<file path="src/rtl/matrix_pixel_streamer.sv">
// rtl/matrix_pixel_streamer.sv - snapshots a ROWSxCOLS occupancy matrix and streams one GRB word per LED
// Optional feature: define SERPENTINE_EN to reverse odd rows for zig-zag panel wiring.
module matrix_pixel_streamer #(
  parameter int          ROWS       = 16,
  parameter int          COLS       = 16,
  parameter logic [23:0] ON_COLOR   = 24'h001000,
  parameter logic [23:0] OFF_COLOR  = 24'h000000,
  parameter int          GAP_CYCLES = 3000
) (
  input  logic                       clk,
  input  logic                       rst_n,
  input  logic                       en,
  input  logic [ROWS-1:0][COLS-1:0]  matrix,
  output logic [23:0]                pix_data,
  output logic                       pix_valid,
  input  logic                       pix_ready,
  output logic                       frame_start,
  output logic                       frame_done,
  output logic                       busy
);

  localparam int NPIX  = ROWS * COLS;
  localparam int IDX_W = (NPIX > 1) ? $clog2(NPIX) : 1;
  localparam int GAP_W = $clog2(GAP_CYCLES + 1);
  localparam int ROW_W = (ROWS > 1) ? $clog2(ROWS) : 1;
  localparam int COL_W = (COLS > 1) ? $clog2(COLS) : 1;
  localparam logic [IDX_W-1:0] LAST_IDX = IDX_W'(NPIX - 1);
  localparam logic [GAP_W-1:0] GAP_LAST = GAP_W'(GAP_CYCLES - 1);

  typedef enum logic [1:0] {IDLE, LATCH, STREAM, GAP} state_t;

  state_t                      state_q, state_d;
  logic [IDX_W-1:0]            idx_q, idx_d;
  logic [GAP_W-1:0]            gap_cnt_q, gap_cnt_d;
  logic [ROWS-1:0][COLS-1:0]   shadow_q, shadow_d;
  logic                        valid_q, valid_d;
  logic                        start_q, start_d;

  logic                        handshake;
  logic [ROW_W-1:0]            row;
  logic [COL_W-1:0]            c;
  logic [COL_W-1:0]            col;

  assign handshake = valid_q & pix_ready;

  always_comb begin
    row = ROW_W'(32'(idx_q) / COLS);
    c   = COL_W'(32'(idx_q) % COLS);
    col = c;
`ifdef SERPENTINE_EN
    if (row[0]) col = COL_W'(COLS - 1) - c;
`endif
  end

  always_comb begin
    state_d   = state_q;
    idx_d     = idx_q;
    gap_cnt_d = gap_cnt_q;
    shadow_d  = shadow_q;
    valid_d   = 1'b0;
    start_d   = 1'b0;
    case (state_q)
      IDLE: begin
        if (en) begin
          state_d = LATCH;
          start_d = 1'b1;
        end
      end
      LATCH: begin
        shadow_d = matrix;
        idx_d    = '0;
        state_d  = STREAM;
        valid_d  = 1'b1;
      end
      STREAM: begin
        valid_d = 1'b1;
        if (handshake) begin
          if (idx_q == LAST_IDX) begin
            // idx parks on the last pixel; LATCH rewinds it for the next frame
            state_d   = GAP;
            gap_cnt_d = '0;
            valid_d   = 1'b0;
          end else begin
            idx_d = idx_q + IDX_W'(1);
          end
        end
      end
      GAP: begin
        if (gap_cnt_q == GAP_LAST) begin
          gap_cnt_d = '0;
          if (en) begin
            state_d = LATCH;
            start_d = 1'b1;
          end else begin
            state_d = IDLE;
          end
        end else begin
          gap_cnt_d = gap_cnt_q + GAP_W'(1);
        end
      end
      default: state_d = IDLE;
    endcase
  end

  always_ff @(posedge clk or negedge rst_n) begin
    if (!rst_n) begin
      state_q   <= IDLE;
      idx_q     <= '0;
      gap_cnt_q <= '0;
      shadow_q  <= '0;
      valid_q   <= 1'b0;
      start_q   <= 1'b0;
    end else begin
      state_q   <= state_d;
      idx_q     <= idx_d;
      gap_cnt_q <= gap_cnt_d;
      shadow_q  <= shadow_d;
      valid_q   <= valid_d;
      start_q   <= start_d;
    end
  end

  // Gated by valid so reset and idle both present an all-zero word
  assign pix_data    = valid_q ? (shadow_q[row][col] ? ON_COLOR : OFF_COLOR) : 24'h000000;
  assign pix_valid   = valid_q;
  assign frame_start = start_q;
  assign frame_done  = handshake & (idx_q == LAST_IDX);
  assign busy        = (state_q != IDLE);

endmodule

</file>
<file path="config.mk">
export PLATFORM = sky130hd
export DESIGN_NAME = matrix_pixel_streamer
export DESIGN_NICKNAME = d
export VERILOG_FILES = /design/src/rtl/matrix_pixel_streamer.sv
export SDC_FILE = /design/constraint.sdc
export NUM_CORES = 1
export LEC_CHECK = 0
export CORE_MARGIN = 4
export CORE_UTILIZATION = 45
export DETAILED_ROUTE_END_ITERATION = 16
export PLACE_DENSITY_LB_ADDON = 0.25
export SYNTH_ARGS = -nofsm -noshare
export SYNTH_HDL_FRONTEND = slang
export SYNTH_SLANG_ARGS = --single-unit
</file>
<file path="constraint.sdc">
create_clock -name clk -period 3.5 [get_ports clk]
set_clock_uncertainty 0.2 [all_clocks]
set_input_delay 0.875 -clock clk [delete_from_list [all_inputs] [get_ports clk]]
set_output_delay 0.875 -clock clk [all_outputs]
set_load 0.005 [all_outputs]
</file>
Yosys cells after proc, flatten, opt, wreduce, memory -nomap -nowiden
Index checks and enable logic that the tools add are counted.
- add/sub/neg operators: 2
- magnitude comparators: 2
- equal/unequal tests: 10
- mux-type cells: 25
- bitwise logic cells: 2
- reductions and logical operators: 7
- operator list (operator ; count):
    16-bit binary-select mux with 4-bit select ; 1
    12-bit two-way mux ; 3
    13-bit two-way mux ; 2
    12-bit one-hot mux with 2 select lines ; 1
    16-bit two-way mux ; 1
    8-bit two-way mux ; 2
    8-bit one-hot mux with 2 select lines ; 1
    12-bit by 1-bit adder with 12-bit output, second input constant ; 1
    12-bit equality test, second input constant ; 1
    4-bit by 5-bit less-than comparator with 1-bit output, second input constant ; 2
    2-bit != test, second input constant ; 5
    8-bit by 1-bit adder with 8-bit output, second input constant ; 1
    8-bit equality test, second input constant ; 1
    2-bit two-way mux ; 4
    2-bit one-hot mux with 4 select lines ; 1
    1-bit two-way mux ; 6
    3-bit AND reduction ; 2
    2-bit nonzero test ; 3
    1-bit binary-select mux with 4-bit select ; 1
    2-bit equality test, second input constant ; 2
    1-bit one-hot mux with 2 select lines ; 2
    4-bit AND reduction ; 1
    1-bit AND ; 2
    2-bit by 1-bit equality test with 1-bit output, second input constant ; 1
    2-bit zero test ; 1
- bits in registers: 280
- input port bits: 260

Longest topological paths before layout
Gate-level depths: netlist of the first run.
- depth after elaboration: 6
- gate-level depth with buffers: 10
- gate-level depth less buffers: 8

Worst setup path before layout of the first run
No wires, ideal clock.
- path kind: register to output
- from: reg idx_q[4]
- to: out pix_data[12]
- arrival time: 1.902 ns
- data required time: 2.425 ns
- path slack: 0.523 ns
- stages on the path, launching flop included: 9
- buffers on the path: 2
- path through: dfrtp_1 buf_6 buf_12 mux4_2 mux4_2 nand2_1 o2111ai_1 o31ai_1 nor4_2
- word-level cells in the longest chain between the ends: 6
- ends and longest elaborated chain (element ; line ; text):
    start, declared ; 33 ; logic [IDX_W-1:0] idx_q, idx_d;
    start signal, assigned ; 115 ; idx_q <= idx_d;
    16-bit binary-select mux with 4-bit select ; 124 ; assign pix_data = valid_q ? (shadow_q[row][col] ? ON_COLOR : OFF_COLOR) : 24'h000000;
    16-bit two-way mux (implied by the code) ; 124 ;
    1-bit binary-select mux with 4-bit select ; 124 ;
    1-bit two-way mux (implied by the code) ; 124 ;
    13-bit two-way mux (2 in series) ; 124 ;
    end, declared ; 14 ; output logic [23:0] pix_data,
Every way passes these cells. The select of a mux whose other input is x is not followed.

Worst setup path in the final report of the first run
Ends and elaborated chain as after synthesis.

==> results.json, run 1 <==
{
  "fin_ws_ps": -544,
  "cpMostUsedCell": "mux4_2",
  "hold_ws_ps": 302,
  "finalCritPeriodShare": 1.16,
  "vdd_ir_drop_max_mv": 0.370,
  "critPathLaunchType": "flop",
  "die_area_mm2": 0.0320,
  "worst_setup_path_end_kind": "output port",
  "portBuffers": 264,
  "routed_wl_um": 35200,
  "multi_input_comb_area_mm2": 0.00581,
  "rsz0062_at_grt": "yes",
  "drtIter0Drc": 673,
  "clock_path_buffers": 3,
  "worstHoldStart": "shadow_q[210]",
  "clk_latency_ps": 550,
  "yosysSeqAreaShare": 0.533,
  "syn2layout_area_growth_pct": 34.6,
  "synth_edf_count": 0,
  "rrSetupSlack_ps": 880,
  "tns_ps": -544,
  "path_clk_slew_ps": 70,
  "grt_start_max_net_pins": 102,
  "post_route_cells_drive_above_1_share": 0.390,
  "die_w_um": 179,
  "dp_hpwl_um": 25500,
  "switching_power_w": 0.00239,
  "drc": 0,
  "cp_cell_sequence": "buf_12 > buf_16 > buf_6 > mux4_2 > mux4_2 > nand2_2 > o2111ai_2 > o31ai_2 > nor4_4 > buf_2",
  "syn_inst": 882,
  "async_reset_ff_frac": 1.00,
  "drtAntennaViolNets": 0,
  "vias": 8614,
  "cp_slowest_cell": "dfrtp_4",
  "grt_pass1_vias": 9134,
  "synth_area_mm2": 0.0132,
  "fin_cells": 1598,
  "layout_common_cells": "dfrtp_1, clkdlybuf4s50_1, mux2_2",
  "overflow": 0,
  "path_class": "flop to output port",
  "grt_use_total": 0.218,
  "critPathMaxFanout": 5,
  "diodes": 0,
  "stdcell_area_mm2": 0.0177,
  "leakagePower_nw": 7.06,
  "cts_tree": "yes",
  "cpPeakStageDelay_ps": 530,
  "routedWlPerCell_um": 22.0,
  "finalHoldViolCount": 0,
  "start_util": 0.457,
  "slew_violations": 0,
  "ys.flop_type": "dfrtp_1",
  "placed_cell_area_mm2": 0.0164,
  "comb_power_share": 0.250,
  "worstHoldPathCells": 1,
  "setup_viol": 1,
  "cts_buffers": 30,
  "violations": "negative setup slack",
  "p_clk_frac": 0.353,
  "gp_congestion": 0.843,
  "tightest_slew_ps": 769,
  "power.density_mw_per_mm2": 507,
  "dr.pass1.iters": 5,
  "synthDistinctLibCells": 55,
  "max_freq_mhz": 247,
  "ios": 288,
  "reg2reg_to": "gap_cnt_q[6]",
  "min_to": "shadow_q[210]",
  "dp.cells": 1527,
  "relSlewSlack": 0.483,
  "die_h_um": 179,
  "period_needed_ps": 4040,
  "grt_pass1_wl_um": 53200,
  "critPathRequiredTime_ps": 2420,
  "status": "finished, violations left",
  "syn_avg_cell_area_um2": 14.9,
  "hp-class": "flop to flop",
  "cts_sinks": 280,
  "p_int_w": 0.00659,
  "p_seq_frac": 0.397,
  "synth_seq_cells": 280,
  "seq_area_mm2": 0.00702,
  "clockRootBuffer": "clkbuf_16",
  "num_rows": 62,
  "final_common_cell": "dfrtp_1",
  "coreArea_mm2": 0.0288,
  "yosys_warnings": 0,
  "r2r_start": "state_q[0]",
  "r2r_cells": 8,
  "fin_nets": 1457,
  "antenna_found_initial": 1,
  "arrival_ps": 2970,
  "fill_cells": 2219,
  "switching_share": 0.266,
  "htree_levels": 1,
  "vias_per_cell": 5.39,
  "maxCapViolations": 0
}
[state kept, by name, indices dropped and copies added (netlist names)]
signal / count
state_q: 2
gap_cnt_q: 12
idx_q: 8
shadow_q: 256
pix_valid: 1
frame_start: 1
[cell families (layout without fill, tap and decap cells)]
group                      Yosys count  after routing  share of synthesized area
buffers and inverters               89            399                     0.0404
AOI/OAI and AO/OA                   43             43                     0.0234
other                                1             23                   0.000285
adders and majority gates            7              7                    0.00666
xor gates and xnor gates            14             14                    0.00932
and+or+nand+nor                    108            108                     0.0459
DFF                                280            280                      0.533
muxes                              340            340                      0.341
[critical path, delay by kind of cell (launching register included)]
family / cells / cell delay [ps]
muxes: 2 / 930
AOI/OAI and AO/OA: 2 / 220
DFF: 1 / 530
and+or+nand+nor: 2 / 180
buffers and inverters: 4 / 540
[repair_timing]
action                     in CTS  in global routing
resized for setup              26                  6
hold buffers                    1                  0
pin swaps                       7                  0
gates cloned                    3                  0
hold endpoints to repair        7                  0
setup endpoints to repair       2                  2
buffers inserted               12                  0
[cell type report]
| type | instances | area share |
|---|---|---|
| clock inverters | 18 | 0.00883 |
| inverters | 9 | 0.00191 |
| clock buffers | 38 | 0.0475 |
| multi-input cells | 535 | 0.328 |
| flip-flops and latches | 280 | 0.396 |
| repair buffers | 334 | 0.190 |
| well taps | 384 | 0.0271 |
[worst max path at each step]
stage,endpoint,start,slack (ps),cells past startpoint
after CTS,pix_data[12],idx_q[4],-550,10
after global routing,pix_data[12],idx_q[5],-640,8
after floorplan,pix_data[12],idx_q[4],520,8
final,pix_data[12],idx_q[4],-540,10
after detailed placement,pix_data[12],idx_q[4],-500,9
after global placement,pix_data[12],idx_q[4],-520,9
[synthesized netlist by cell type (2+ instances only)]
library cell / n / area (µm²)
dfrtp_1: 280 / 7010
nor2_1: 23 / 86.3
o21ai_0: 5 / 25.0
a21oi_1: 2 / 10.0
o22ai_1: 12 / 75.1
a211oi_1: 2 / 15.0
or4b_1: 2 / 20.0
buf_1: 4 / 15.0
o31ai_1: 4 / 30.0
or3_1: 3 / 18.8
or3b_2: 2 / 17.5
nor2b_1: 6 / 37.5
a31oi_1: 3 / 18.8
nand2_1: 22 / 82.6
buf_12: 2 / 40.0
xor2_1: 10 / 87.6
buf_2: 6 / 30.0
o211ai_1: 2 / 15.0
buf_4: 28 / 210
clkbuf_1: 33 / 124
a22oi_1: 4 / 30.0
mux4_2: 61 / 1370
ha_1: 7 / 87.6
nand3b_1: 3 / 22.5
nand4_1: 7 / 43.8
nor3b_1: 2 / 15.0
nand3_1: 11 / 55.1
xnor2_1: 4 / 35.0
mux2i_1: 19 / 190
mux2_2: 260 / 2930
nand2b_1: 6 / 37.5
nor3_1: 9 / 45.0
and4_1: 2 / 17.5
inv_1: 9 / 33.8
buf_6: 7 / 78.8
[stage by stage]
| stage | worst slack, ps | util | total power [W] |
|---|---|---|---|
| final | -544 | 0.615 | 0.00898 |
| after global routing | -640 | 0.615 | 0.00935 |
| after CTS | -549 | 0.615 | 0.00905 |
| after detailed placement | -503 | 0.570 | 0.00560 |
| after global placement | -517 | 0.570 | 0.00557 |
| after floorplan | 523 | - | 0.00477 |
[power by group through the flow]
stage	Clock, W	Sequential [W]	Combinational, W
6_report	0.00317	0.00356	0.00225
4_1_cts	0.00324	0.00356	0.00225
3_3_place_gp	0	0.00362	0.00195
2_1_floorplan	0	0.00355	0.00122
3_5_place_dp	0	0.00362	0.00198
5_1_grt	0.00337	0.00358	0.00239
[layer usage]
metal | global-route usage | up-vias | part of all wire
met1 | 0.308 | 4431 | 0.44
met5 | 0 | - | 0.00023
li1 | - | 3851 | -
met4 | 0.0556 | 2 | 0.026
met3 | 0.0358 | 53 | 0.056
met2 | 0.354 | 277 | 0.48
No activity file was read; power rests on OpenSTA's default activity.
==> inputs of run 2 (changes only) <==
--- a/config.mk
+++ b/config.mk
@@ -6,7 +6,7 @@
 export NUM_CORES = 1
 export LEC_CHECK = 0
 export CORE_MARGIN = 4
-export CORE_UTILIZATION = 45
+export CORE_UTILIZATION = 40
 export DETAILED_ROUTE_END_ITERATION = 16
 export PLACE_DENSITY_LB_ADDON = 0.25
 export SYNTH_ARGS = -nofsm -noshare
==> results.json, run 2 (synthesis gave the netlist of run 1 again) <==
{
  "grt_use_total": 0.198,
  "gp_congestion": 0.869,
  "reg2reg_to": "gap_cnt_q[6]",
  "antenna_found_initial": 4,
  "cts_tree": "yes",
  "grt_pass1_wl_um": 54600,
  "hp-class": "input pin to async pin",
  "drc": 0,
  "violations": "negative setup slack",
  "leakagePower_nw": 7.08,
  "post_route_cells_drive_above_1_share": 0.381,
  "fin_nets": 1450,
  "portBuffers": 264,
  "layout_common_cells": "dfrtp_1, clkdlybuf4s50_1, mux2_2",
  "top_register": "shadow_q",
  "relSlewSlack": 0.545,
  "cts_buffers": 31,
  "ios": 288,
  "clk_latency_ps": 560,
  "drtAntennaViolNets": 0,
  "r2r_cells": 8,
  "power.density_mw_per_mm2": 522,
  "fin_util": 0.550,
  "grt_pass1_vias": 9197,
  "coreArea_mm2": 0.0325,
  "dp_hpwl_um": 27100,
  "worst_setup_path_end_kind": "output port",
  "critPathMaxFanout": 6,
  "largest_registers": "shadow_q x256, gap_cnt_q x12, idx_q x8",
  "htree_levels": 1,
  "tightest_slew_ps": 678,
  "power.total_w": 0.00932,
  "arrival_ps": 3000,
  "max_freq_mhz": 245,
  "routed_wl_um": 35900,
  "vias": 8441,
  "final_common_cell": "dfrtp_1",
  "slew_violations": 0,
  "overflow": 0,
  "drtIter0Drc": 568,
  "dp_worst_setup_slack_ps": -355,
  "cts_sinks": 280,
  "maxCapViolations": 0,
  "period_needed_ps": 4070,
  "setup_viol": 2,
  "clockRootBuffer": "clkbuf_16",
  "syn2layout_area_growth_pct": 35.8,
  "clock_path_buffers": 3,
  "critPathRequiredTime_ps": 2420,
  "rsz0062_at_grt": "yes",
  "path_clk_slew_ps": 60,
  "grt_start_max_net_pins": 77,
  "vdd_ir_drop_max_mv": 0.470,
  "routedWlPerCell_um": 21.7,
  "die_h_um": 189,
  "dr.pass1.iters": 4,
  "start_util": 0.405,
  "rrSetupSlack_ps": 850,
  "finalCritPeriodShare": 1.16,
  "r2r_start": "state_q[0]",
  "largest_reg_flops": 256,
  "path_class": "flop to output port",
  "fin_ws_ps": -575,
  "status": "finished, violations left",
  "die_area_mm2": 0.0359,
  "critPathLaunchType": "flop",
  "finalHoldViolCount": 0,
  "die_w_um": 189,
  "vias_per_cell": 5.11,
  "num_rows": 66
}
==> run 2: layer usage <==
metal / track usage / share of wire
met1: 0.273 / 0.43
met2: 0.323 / 0.48
met3: 0.0479 / 0.072
met4: 0.0392 / 0.018
met5: 0 / 0.0011
==> run 2: worst max-delay path by stage <==
stage               startpoint      endpoint  cells past startpoint
floorplan             idx_q[4]  pix_data[12]                      8
global placement      idx_q[4]  pix_data[12]                      9
detailed placement    idx_q[4]  pix_data[12]                     10
CTS                   idx_q[4]  pix_data[12]                     10
global route          idx_q[4]  pix_data[12]                      9
finish                idx_q[4]  pix_data[12]                      9
==> run 2: stage by stage <==
stage	instance area, µm²	instances	TNS (ps)	hold slack (ps)
finish	17900	1651	-632	113
global route	17900	1651	-849	137
CTS	17800	1651	-920	115
global placement	16500	1585	-357	286
detailed placement	16500	1585	-355	292
floorplan	13200	904	0	273
==> run 2: layout make-up <==
class | instances | area, µm²
Clock buffer | 44 | 905
Clock inverter | 14 | 230
Sequential cell | 280 | 7020
Multi-Input combinational cell | 535 | 5800
Timing Repair Buffer | 326 | 3320
Antenna cell | 1 | 2.50
Fill cell | 2692 | 14600
Tap cell | 442 | 553
Inverter | 9 | 33.8
==> run 2: worst max-delay path: stages, from the launching register on <==
cell     delay [ps]
dfrtp_4         510
buf_12          160
buf_4           140
mux4_2          330
o22ai_2          90
or4b_1          520
o41ai_2          80
nor3_2          100
nor4_4          360
buf_6           150
==> run 2: power by group <==
part / internal (W) / switching [W]
Combinational: 0.00131 / 0.000891
Clock: 0.00223 / 0.00132
Sequential: 0.00342 / 0.000152
Total: 0.00696 / 0.00236
==> run 2: repair_timing <==
item,4_1_cts,5_1_grt
buffers inserted,7,0
gates resized for setup,13,12
cloned,1,0
setup endpoints to repair,2,2
pin swaps,6,5
hold buffers,0,0
==> inputs of run 3 (changes only) <==
--- a/config.mk
+++ b/config.mk
@@ -5,9 +5,10 @@
 export SDC_FILE = /design/constraint.sdc
 export NUM_CORES = 1
 export LEC_CHECK = 0
-export CORE_MARGIN = 4
+export CORE_MARGIN = 5
 export CORE_UTILIZATION = 40
 export DETAILED_ROUTE_END_ITERATION = 16
+export HOLD_SLACK_MARGIN = 0.1
 export PLACE_DENSITY_LB_ADDON = 0.25
 export SYNTH_ARGS = -nofsm -noshare
 export SYNTH_HDL_FRONTEND = slang
==> results.json, run 3 (synthesis gave the netlist of run 1 again) <==
{
  "rsz0062_at_grt": "yes",
  "relSlewSlack": 0.581,
  "drc": 0,
  "leakagePower_nw": 7.13,
  "clk_latency_ps": 560,
  "ios": 288,
  "hp-class": "input pin to async pin",
  "path_clk_slew_ps": 60,
  "maxCapViolations": 0,
  "clock_path_buffers": 3,
  "dp_hpwl_um": 27300,
  "grt_start_max_net_pins": 83,
  "tns_ps": -541,
  "r2r_cells": 8,
  "gp_congestion": 0.872,
  "grt_pass1_vias": 9144,
  "coreArea_mm2": 0.0325,
  "grt_pass1_wl_um": 54200,
  "htree_levels": 1,
  "cp_cell_sequence": "buf_8 > buf_12 > mux4_2 > o22ai_4 > or4b_4 > o41ai_4 > nor3_2 > nor4_2 > buf_4 > buf_6",
  "fin_ws_ps": -541,
  "slew_violations": 0,
  "die_area_mm2": 0.0366,
  "routed_wl_um": 36000,
  "clockRootBuffer": "clkbuf_16",
  "stdcell_area_mm2": 0.0180,
  "cts_buffers": 31,
  "arrival_ps": 2970,
  "top_register": "shadow_q",
  "largest_registers": "shadow_q x256, gap_cnt_q x12, idx_q x8",
  "vias_per_cell": 5.12,
  "wl_met3_um": 2050,
  "critical_path.top_delay_family": "simple AND/OR/NAND/NOR gates",
  "power.total_w": 0.00939,
  "layout_common_cells": "dfrtp_1, clkdlybuf4s50_1, mux2_2",
  "setup_viol": 1,
  "critPathMaxFanout": 6,
  "fill_cells": 2676,
  "largest_reg_flops": 256,
  "critPathLaunchType": "flop",
  "fin_cells": 1658,
  "dp.cells": 1589,
  "cts_tree": "yes",
  "post_route_cells_drive_above_1_share": 0.389,
  "max_freq_mhz": 247,
  "finalHoldViolCount": 0,
  "cpPeakStageDelay_ps": 550,
  "met2_length_um": 17800,
  "num_rows": 66,
  "syn2layout_area_growth_pct": 36.5,
  "routedWlPerCell_um": 21.7,
  "fin_util": 0.552,
  "period_needed_ps": 4040,
  "placed_cell_area_mm2": 0.0166,
  "tightest_slew_ps": 624,
  "antenna_found_initial": 0,
  "m1WireLength_um": 15500,
  "status": "finished, violations left",
  "critPathBufInv": 4,
  "fin_nets": 1458,
  "highest_layer": "met4",
  "cp_slowest_cell": "or4b_4",
  "rrSetupSlack_ps": 860,
  "cts_sinks": 280,
  "grt_use_total": 0.193,
  "dr.pass1.iters": 4,
  "finalCritPeriodShare": 1.15,
  "die_h_um": 191,
  "worst_setup_path_end_kind": "output port",
  "final_common_cell": "dfrtp_1",
  "die_w_um": 191,
  "portBuffers": 264,
  "overflow": 0,
  "vdd_ir_drop_max_mv": 0.456,
  "drtIter0Drc": 460,
  "start_util": 0.404,
  "critPathRequiredTime_ps": 2420,
  "path_class": "flop to output port",
  "drtAntennaViolNets": 0,
  "power.density_mw_per_mm2": 523,
  "reg2reg_to": "gap_cnt_q[6]",
  "vias": 8496,
  "violations": "negative setup slack",
  "r2r_start": "state_q[0]"
}
run 3: cell types whose count changed in the layout (fill, tap and decap cells not counted), sizes merged:
cell | previous run | this run
buf | 63 | 71
bufbuf | 1 | 0
clkinv | 6 | 7
clkbuf | 44 | 43
run 3: repair_timing:
action,in CTS,in global routing
hold buffers,0,0
pin swaps,3,6
cloned,0,1
setup buffers,8,2
gates resized for setup,14,15
endpoints found under the setup margin,2,2
run 3: final cells by class:
class                      instances  area, µm²  area share
sequential                       280       7020       0.391
antenna                            1       2.50    0.000139
inverter                           9       33.8     0.00188
tap                              442        553      0.0308
clock buffer                      42        917      0.0511
timing repair buffer             334       3410       0.190
clock inverter                    15        231      0.0129
multi-input combinational        535       5800       0.323
run 3: per-stage QoR:
step	worst slack [ps]	hold WS [ps]
2_1_floorplan	523	273
3_3_place_gp	-356	285
3_5_place_dp	-381	291
4_1_cts	-629	108
5_1_grt	-673	133
6_report	-541	94.2
run 3: where the power goes:
part,internal [W],switching [W]
combinational,0.00134,0.000920
clock,0.00226,0.00131
sequential,0.00342,0.000135
run 3: routing by layer:
metal	up-vias	track usage
li1	3850	-
met1	4350	0.269
met2	255	0.321
met3	41	0.0367
met4	0	0.0367
met5	-	0
run 3: worst max path at each step:
stage | slack [ps] | to | start | cells after the start
final | -540 | pix_data[12] | idx_q[4] | 10
after global routing | -670 | pix_data[12] | idx_q[4] | 10
after CTS | -630 | pix_data[12] | idx_q[4] | 10
after global placement | -360 | pix_data[12] | idx_q[4] | 9
after detailed placement | -380 | pix_data[12] | idx_q[4] | 9
after floorplan | 520 | pix_data[12] | idx_q[4] | 8
run 3: worst reg2reg max path: cells and delay by family (launching register included):
family | cells | cell delay, ps
buf+inv | 2 | 250
flops | 1 | 460
simple gates | 3 | 570
compound gates | 1 | 570
fa+ha+maj | 1 | 290
xor+xnor | 1 | 170
